===== src/rtl/uart_rx_fifo.sv =====
// Parametrised UART receiver: oversampled start/data/parity/stop framing with
// error flags, feeding a show-ahead receive FIFO with sticky overrun.
module uart_rx_fifo #(
    parameter int DATA_BITS  = 8,
    parameter int OVERSAMPLE = 16,
    parameter int PARITY     = 0,
    parameter int STOP_BITS  = 1,
    parameter int FIFO_DEPTH = 4
) (
    input  logic                          clock50,
    input  logic                          clear_n,
    input  logic                          tick,
    input  logic                          rx,
    input  logic                          rd_en,
    input  logic                          ovr_clr,
    output logic [DATA_BITS-1:0]          rd_data,
    output logic                          rd_frame_err,
    output logic                          rd_parity_err,
    output logic                          empty,
    output logic                          full,
    output logic [$clog2(FIFO_DEPTH):0]   count,
    output logic                          overrun
);

    localparam int TW = $clog2(OVERSAMPLE);
    localparam int AW = $clog2(FIFO_DEPTH);
    localparam int CW = AW + 1;
    localparam int EW = DATA_BITS + 2;
    localparam logic [TW-1:0] T_HALF  = TW'(OVERSAMPLE / 2 - 1);
    localparam logic [TW-1:0] T_LAST  = TW'(OVERSAMPLE - 1);
    localparam logic [3:0]    D_LAST  = 4'(DATA_BITS - 1);
    localparam logic [3:0]    S_LAST  = 4'(STOP_BITS - 1);
    localparam logic [CW-1:0] DEPTH_C = CW'(FIFO_DEPTH);
    localparam logic          ODD_PAR = (PARITY == 2);

    typedef enum logic [2:0] {
        S_IDLE  = 3'd0,
        S_START = 3'd1,
        S_DATA  = 3'd2,
        S_PAR   = 3'd3,
        S_STOP  = 3'd4
    } state_t;

    // A set result means the received parity bit disagrees with the data.
    function automatic logic parity_err(input logic [DATA_BITS-1:0] d, input logic pbit);
        return (^d) ^ pbit ^ ODD_PAR;
    endfunction

    logic                 rx_meta_r;
    logic                 rxs_r;
    logic [1:0]           sync_vld_r;
    logic                 armed_r;
    state_t               state_r;
    logic [TW-1:0]        tcnt_r;
    logic [3:0]           bcnt_r;
    logic [DATA_BITS-1:0] shreg_r;
    logic                 ferr_r;
    logic                 perr_r;

    logic [EW-1:0]        mem_r [FIFO_DEPTH];
    logic [AW-1:0]        wr_ptr_r;
    logic [AW-1:0]        rd_ptr_r;
    logic [CW-1:0]        count_r;
    logic                 empty_r;
    logic                 full_r;
    logic                 overrun_r;
    logic [EW-1:0]        last_r;

    logic                 centre_s;
    logic                 push_s;
    logic [EW-1:0]        push_entry_s;
    logic                 do_pop_s;
    logic                 do_push_s;
    logic                 ovr_set_s;
    logic [CW-1:0]        count_nxt_s;
    logic [EW-1:0]        head_s;

    // Two-flop synchroniser; sync_vld_r masks the reset value until real line data arrives.
    always_ff @(posedge clock50 or negedge clear_n) begin
        if (!clear_n) begin
            rx_meta_r  <= 1'b1;
            rxs_r      <= 1'b1;
            sync_vld_r <= 2'b00;
        end else begin
            rx_meta_r  <= rx;
            rxs_r      <= rx_meta_r;
            sync_vld_r <= {sync_vld_r[0], 1'b1};
        end
    end

    // Push decode, FIFO occupancy arithmetic and show-ahead head selection.
    always_comb begin
        centre_s     = (tcnt_r == T_LAST);
        push_s       = tick && (state_r == S_STOP) && centre_s && (bcnt_r == S_LAST);
        push_entry_s = {ferr_r | ~rxs_r, perr_r, shreg_r};
        do_pop_s     = rd_en && !empty_r;
        do_push_s    = push_s && (!full_r || do_pop_s);
        ovr_set_s    = push_s && full_r && !do_pop_s;
        count_nxt_s  = count_r;
        if (do_push_s && !do_pop_s) begin
            count_nxt_s = count_r + CW'(1);
        end else if (!do_push_s && do_pop_s) begin
            count_nxt_s = count_r - CW'(1);
        end else begin
            count_nxt_s = count_r;
        end
        if (empty_r) begin
            head_s = last_r;
        end else begin
            head_s = mem_r[rd_ptr_r];
        end
    end

    // Frame FSM; after reset it stays disarmed until the line has been seen high.
    always_ff @(posedge clock50 or negedge clear_n) begin
        if (!clear_n) begin
            armed_r <= 1'b0;
            state_r <= S_IDLE;
            tcnt_r  <= '0;
            bcnt_r  <= 4'd0;
            shreg_r <= '0;
            ferr_r  <= 1'b0;
            perr_r  <= 1'b0;
        end else if (tick) begin
            if (rxs_r && sync_vld_r[1]) begin
                armed_r <= 1'b1;
            end
            case (state_r)
                S_IDLE: begin
                    if (!rxs_r && armed_r) begin
                        tcnt_r  <= '0;
                        state_r <= S_START;
                    end
                end
                S_START: begin
                    if (tcnt_r == T_HALF) begin
                        if (rxs_r) begin
                            state_r <= S_IDLE;
                        end else begin
                            tcnt_r  <= '0;
                            bcnt_r  <= 4'd0;
                            ferr_r  <= 1'b0;
                            perr_r  <= 1'b0;
                            state_r <= S_DATA;
                        end
                    end else begin
                        tcnt_r <= tcnt_r + TW'(1);
                    end
                end
                S_DATA: begin
                    if (centre_s) begin
                        shreg_r <= {rxs_r, shreg_r[DATA_BITS-1:1]};
                        tcnt_r  <= '0;
                        if (bcnt_r == D_LAST) begin
                            bcnt_r  <= 4'd0;
                            state_r <= (PARITY != 0) ? S_PAR : S_STOP;
                        end else begin
                            bcnt_r <= bcnt_r + 4'd1;
                        end
                    end else begin
                        tcnt_r <= tcnt_r + TW'(1);
                    end
                end
                S_PAR: begin
                    if (centre_s) begin
                        perr_r  <= parity_err(shreg_r, rxs_r);
                        tcnt_r  <= '0;
                        state_r <= S_STOP;
                    end else begin
                        tcnt_r <= tcnt_r + TW'(1);
                    end
                end
                S_STOP: begin
                    if (centre_s) begin
                        ferr_r <= ferr_r | ~rxs_r;
                        tcnt_r <= '0;
                        if (bcnt_r == S_LAST) begin
                            bcnt_r  <= 4'd0;
                            state_r <= S_IDLE;
                        end else begin
                            bcnt_r <= bcnt_r + 4'd1;
                        end
                    end else begin
                        tcnt_r <= tcnt_r + TW'(1);
                    end
                end
                default: begin
                    state_r <= S_IDLE;
                end
            endcase
        end
    end

    // Receive FIFO; a push into a full FIFO only succeeds when a pop frees the head slot.
    always_ff @(posedge clock50 or negedge clear_n) begin
        if (!clear_n) begin
            for (int i = 0; i < FIFO_DEPTH; i++) begin
                mem_r[i] <= '0;
            end
            wr_ptr_r  <= '0;
            rd_ptr_r  <= '0;
            count_r   <= '0;
            empty_r   <= 1'b1;
            full_r    <= 1'b0;
            overrun_r <= 1'b0;
            last_r    <= '0;
        end else begin
            if (do_push_s) begin
                mem_r[wr_ptr_r] <= push_entry_s;
                wr_ptr_r        <= wr_ptr_r + AW'(1);
            end
            if (do_pop_s) begin
                last_r   <= mem_r[rd_ptr_r];
                rd_ptr_r <= rd_ptr_r + AW'(1);
            end
            count_r <= count_nxt_s;
            empty_r <= (count_nxt_s == CW'(0));
            full_r  <= (count_nxt_s == DEPTH_C);
            if (ovr_set_s) begin
                overrun_r <= 1'b1;
            end else if (ovr_clr) begin
                overrun_r <= 1'b0;
            end
        end
    end

    assign rd_data       = head_s[DATA_BITS-1:0];
    assign rd_parity_err = head_s[DATA_BITS];
    assign rd_frame_err  = head_s[DATA_BITS+1];
    assign empty         = empty_r;
    assign full          = full_r;
    assign count         = count_r;
    assign overrun       = overrun_r;

endmodule


===== config.mk =====
export PLATFORM = sky130hd
export DESIGN_NAME = uart_rx_fifo
export DESIGN_NICKNAME = d
export VERILOG_FILES = /design/src/rtl/uart_rx_fifo.sv
export SDC_FILE = /design/constraint.sdc
export NUM_CORES = 1
export LEC_CHECK = 0
export ABC_AREA = 1
export CORE_AREA = 2 2 101 103
export CTS_BUF_LIST = sky130_fd_sc_hd__clkbuf_8
export DETAILED_ROUTE_END_ITERATION = 12
export DIE_AREA = 0 0 103 105
export HOLD_SLACK_MARGIN = 0.05
export SYNTH_ARGS = -nofsm -noshare
export SYNTH_HDL_FRONTEND = slang
export SYNTH_SLANG_ARGS = --single-unit
export TNS_END_PERCENT = 20

===== constraint.sdc =====
create_clock -name clock50 -period 2.3 [get_ports clock50]
set_input_delay 0.23 -clock clock50 [delete_from_list [all_inputs] [get_ports clock50]]
set_output_delay 0.23 -clock clock50 [all_outputs]
set_load 0.1 [all_outputs]

==> metrics.md <==
| Metric | Value |
|---|---|
| Status | `completed` |
| Synthesized flop and latch total | `86` |
| Worst-case reg-to-reg path depth | `8` |
| Crit path DAT | `1.98 ns` |
| Achievable Freq | `451.6 MHz` |
| GP Congestion | `0.7637` |
| Clock latency on the worst-skew pair | `0.35 ns` |
| Cell Area, Synth | `0.004237 mm2` |
| Initial antenna violation count | `0` |
| Yosys warnings | `0` |
| # H-tree levels | `3` |
| Final Skew | `0.01477 ns` |
| Min-delay worst type | `in2reg` |
| CP peak stage delay | `0.43 ns` |
| Die W | `103 um` |
| Ports | `22` |
| Hold Violations, Final | `0` |
| Final nets | `529` |
| Fillers | `940` |
| Die height | `105 um` |
| First-pass GRT wire length | `14820 um` |
| Worst Hold End | `rx_meta_r$_DFF_PN1_` |
| Most common cell after layout, fill and taps aside | `nand2_1` |
| Post-route setup TNS | `0 ns` |
| Vias in the first global route | `3153` |
| Post-Layout Cell Count | `652` |
| Sequential fraction of the synthesis area | `50.89%` |
| Reg2reg end | `mem_r[9]$_DFFE_PN0P_` |
| Clock root buffer | `clkbuf_8` |
| Post-Synthesis Net Count | `508` |
| Average size of a mapped cell | `8.593 um2` |
| Dpl hpwl | `5966 um` |
| Crit path launch type | `register` |
| Site Rows | `36` |
| Initial drt markers | `182` |
| Leakage Power | `2.231 nW` |
| ANT cells | `0` |
| CTS resizes | `0` |
| CTS sink cnt | `86` |
| Detailed Routing Iterations Pass 1 | `9` |
| Pin count of the biggest net entering global routing | `47` |
| Port bufs | `21` |
| Commonest non-fill, non-tap cells in the layout | `nand2_1 (161), dfrtp_1 (83), o21ai_1 (48)` |
| CTS buffer count | `9` |
| Worst VDD drop | `0.7574 mV` |
| Critical path fanouts, max | `18` |
| Reg clk slew, reported paths | `0.09 ns` |
| All-Layer GR Usage | `17.40%` |
| Final Util | `50.90%` |
| Die area | `0.01082 mm2` |
| RSZ-0062 raised after global routing | `yes` |
| CTS tree | `done` |
| Reg2reg setup slack | `0.50 ns` |
| Critical-path cell list | `inv_1 -> a21oi_1 -> a32o_1 -> o21ai_1 -> buf_12` |
| EDFF count, synth | `0` |
| Min Tclk post-route | `2.214 ns` |
| Wirelength per Cell | `13.14 um` |
| Synth Flop Type | `dfrtp_1` |
| Clock Tree Buf Depth | `2` |
| Slowest CP cell | `inv_1` |
| GRT overflow | `0` |
| Cells after Synth | `493` |
| Slew HR | `61.34%` |
| Library cells used by synthesis | `34` |
| Worst path required time | `2.07 ns` |
| Core ar. | `0.009639 mm2` |
| Final Setup Violations | `0` |
| Pwr Density | `1253 mW/mm2` |
| Max Slew Vio Count | `0` |
| Post-synth ARST share | `100.0%` |
| Crit share post-route | `96.27%` |
| Placed insts | `635` |
| Final wirelength | `8569 um` |
| Hold path cells | `1` |
| DRC viols | `0` |
| Worst-Margin Slew | `0.5793 ns` |
| Vias per cell | `5.008` |
| Antenna Violating Nets Remaining | `0` |
| Via count | `3265` |
| Syn-to-layout area delta | `15.80%` |
| Crit end category | `primary output` |
| Total power draw | `0.006145 W` |
| Layout cells sized above 1 | `14.26%` |
| Starting Density | `43.95%` |
| R2r startpoint | `tcnt_r[0]$_DFFE_PN0P_` |
| Max Cap Violations | `0` |
| Setup repair bufs after CTS | `0` |
| HP Start | `rx` |
| Crit path kind | `reg2out` |
-- critical path, delay by kind of cell, from the launching register on --
family,cells,cell delay (ns)
AO/OA/AOI/OAI,3,0.60
buffers and inverters,2,0.64
flip-flops,1,0.38
-- worst max path at each step --
stage                                       start                    to  slack [ns]
after floorplan           rd_ptr_r[0]$_DFFE_PN0P_            rd_data[1]       -0.29
after global placement                      rd_en  mem_r[2]$_DFFE_PN0P_        0.35
after detailed placement                    rd_en  mem_r[9]$_DFFE_PN0P_        0.34
after CTS                 rd_ptr_r[1]$_DFFE_PN0P_            rd_data[6]        0.06
after global routing      rd_ptr_r[1]$_DFFE_PN0P_            rd_data[6]       -0.08
final                     rd_ptr_r[1]$_DFFE_PN0P_            rd_data[2]        0.09
-- cell usage after synthesis (all sizes together) (3+ instances only) --
| master | count | area [um2] |
|---|---|---|
| clkbuf | 10 | 37.54 |
| nand4 | 5 | 43.79 |
| nand2 | 169 | 654.4 |
| xor2 | 7 | 61.31 |
| inv | 40 | 150.2 |
| dfstp | 3 | 78.83 |
| o21ai | 84 | 431.7 |
| a21oi | 13 | 76.33 |
| ha | 9 | 112.6 |
| xnor2 | 5 | 43.79 |
| nand3 | 15 | 97.60 |
| dfrtp | 83 | 2077 |
| a32o | 10 | 100.1 |
| nor2 | 24 | 136.4 |
| buf | 9 | 95.09 |
-- flip-flops by register name, indices dropped and copies added (netlist names) --
signal      flops
wr_ptr_r        2
sync_vld_r      2
rxs_r           1
state_r         3
armed_r         1
mem_r          40
rd_ptr_r        2
shreg_r         8
overrun         1
count           3
ferr_r          1
tcnt_r          4
bcnt_r          4
perr_r          1
last_r         10
full            1
rx_meta_r       1
empty           1
-- report_power, final --
group	internal (W)	switching [W]	leakage, nW
registers	0.00172	0.000168	1.14
clock network	0.000750	0.000540	0.124
logic	0.000933	0.00203	0.962
total	0.00340	0.00274	2.23
-- stage by stage --
step	hold slack (ns)	setup WS [ns]	cell area [um2]
after global routing	0.2919	-0.07560	4906
final	0.2841	0.08578	4906
after detailed placement	0.2619	0.3383	4648
after CTS	0.2751	0.06124	4906
after global placement	0.2570	0.3498	4648
after floorplan	-0.06559	-0.2948	4244
-- layer usage --
metal	part of all wire [%]	GRT usage, %	up-vias	wire length, um
li1	-	-	1646	-
met4	0	5.263	0	0
met5	0	0	-	0
met1	50	24.83	1562	4275
met3	3.4	3.478	0	295
met2	47	26.67	57	3997
-- area by class of cell --
| class | count | area (um2) | share of cell area [%] |
|---|---|---|---|
| Multi-Input combinational cell | 347 | 1800 | 36.70 |
| Tap cell | 133 | 166.4 | 3.392 |
| Clock inverter | 6 | 110.1 | 2.244 |
| Sequential cell | 86 | 2156 | 43.94 |
| Clock buffer | 10 | 137.6 | 2.805 |
| Inverter | 41 | 155.1 | 3.162 |
| Timing Repair Buffer | 29 | 380.4 | 7.753 |
-- cells by family after synthesis --
logic type      after synthesis  synth area share [%]
simple gates                216                 22.42
compound gates              109                 14.68
flops                        86                 50.89
buf+inv                      60                 6.793
xor+xnor                     12                 2.481
fa+ha+maj                     9                 2.658
other cells                   1               0.08852
-- timing repair --
action                                  in CTS  in global routing
hold buffers                                 1                  0
endpoints found under the setup margin       0                  6
endpoints found under the hold margin       39                  0
Note: power is estimated with default switching activity, not from simulation.
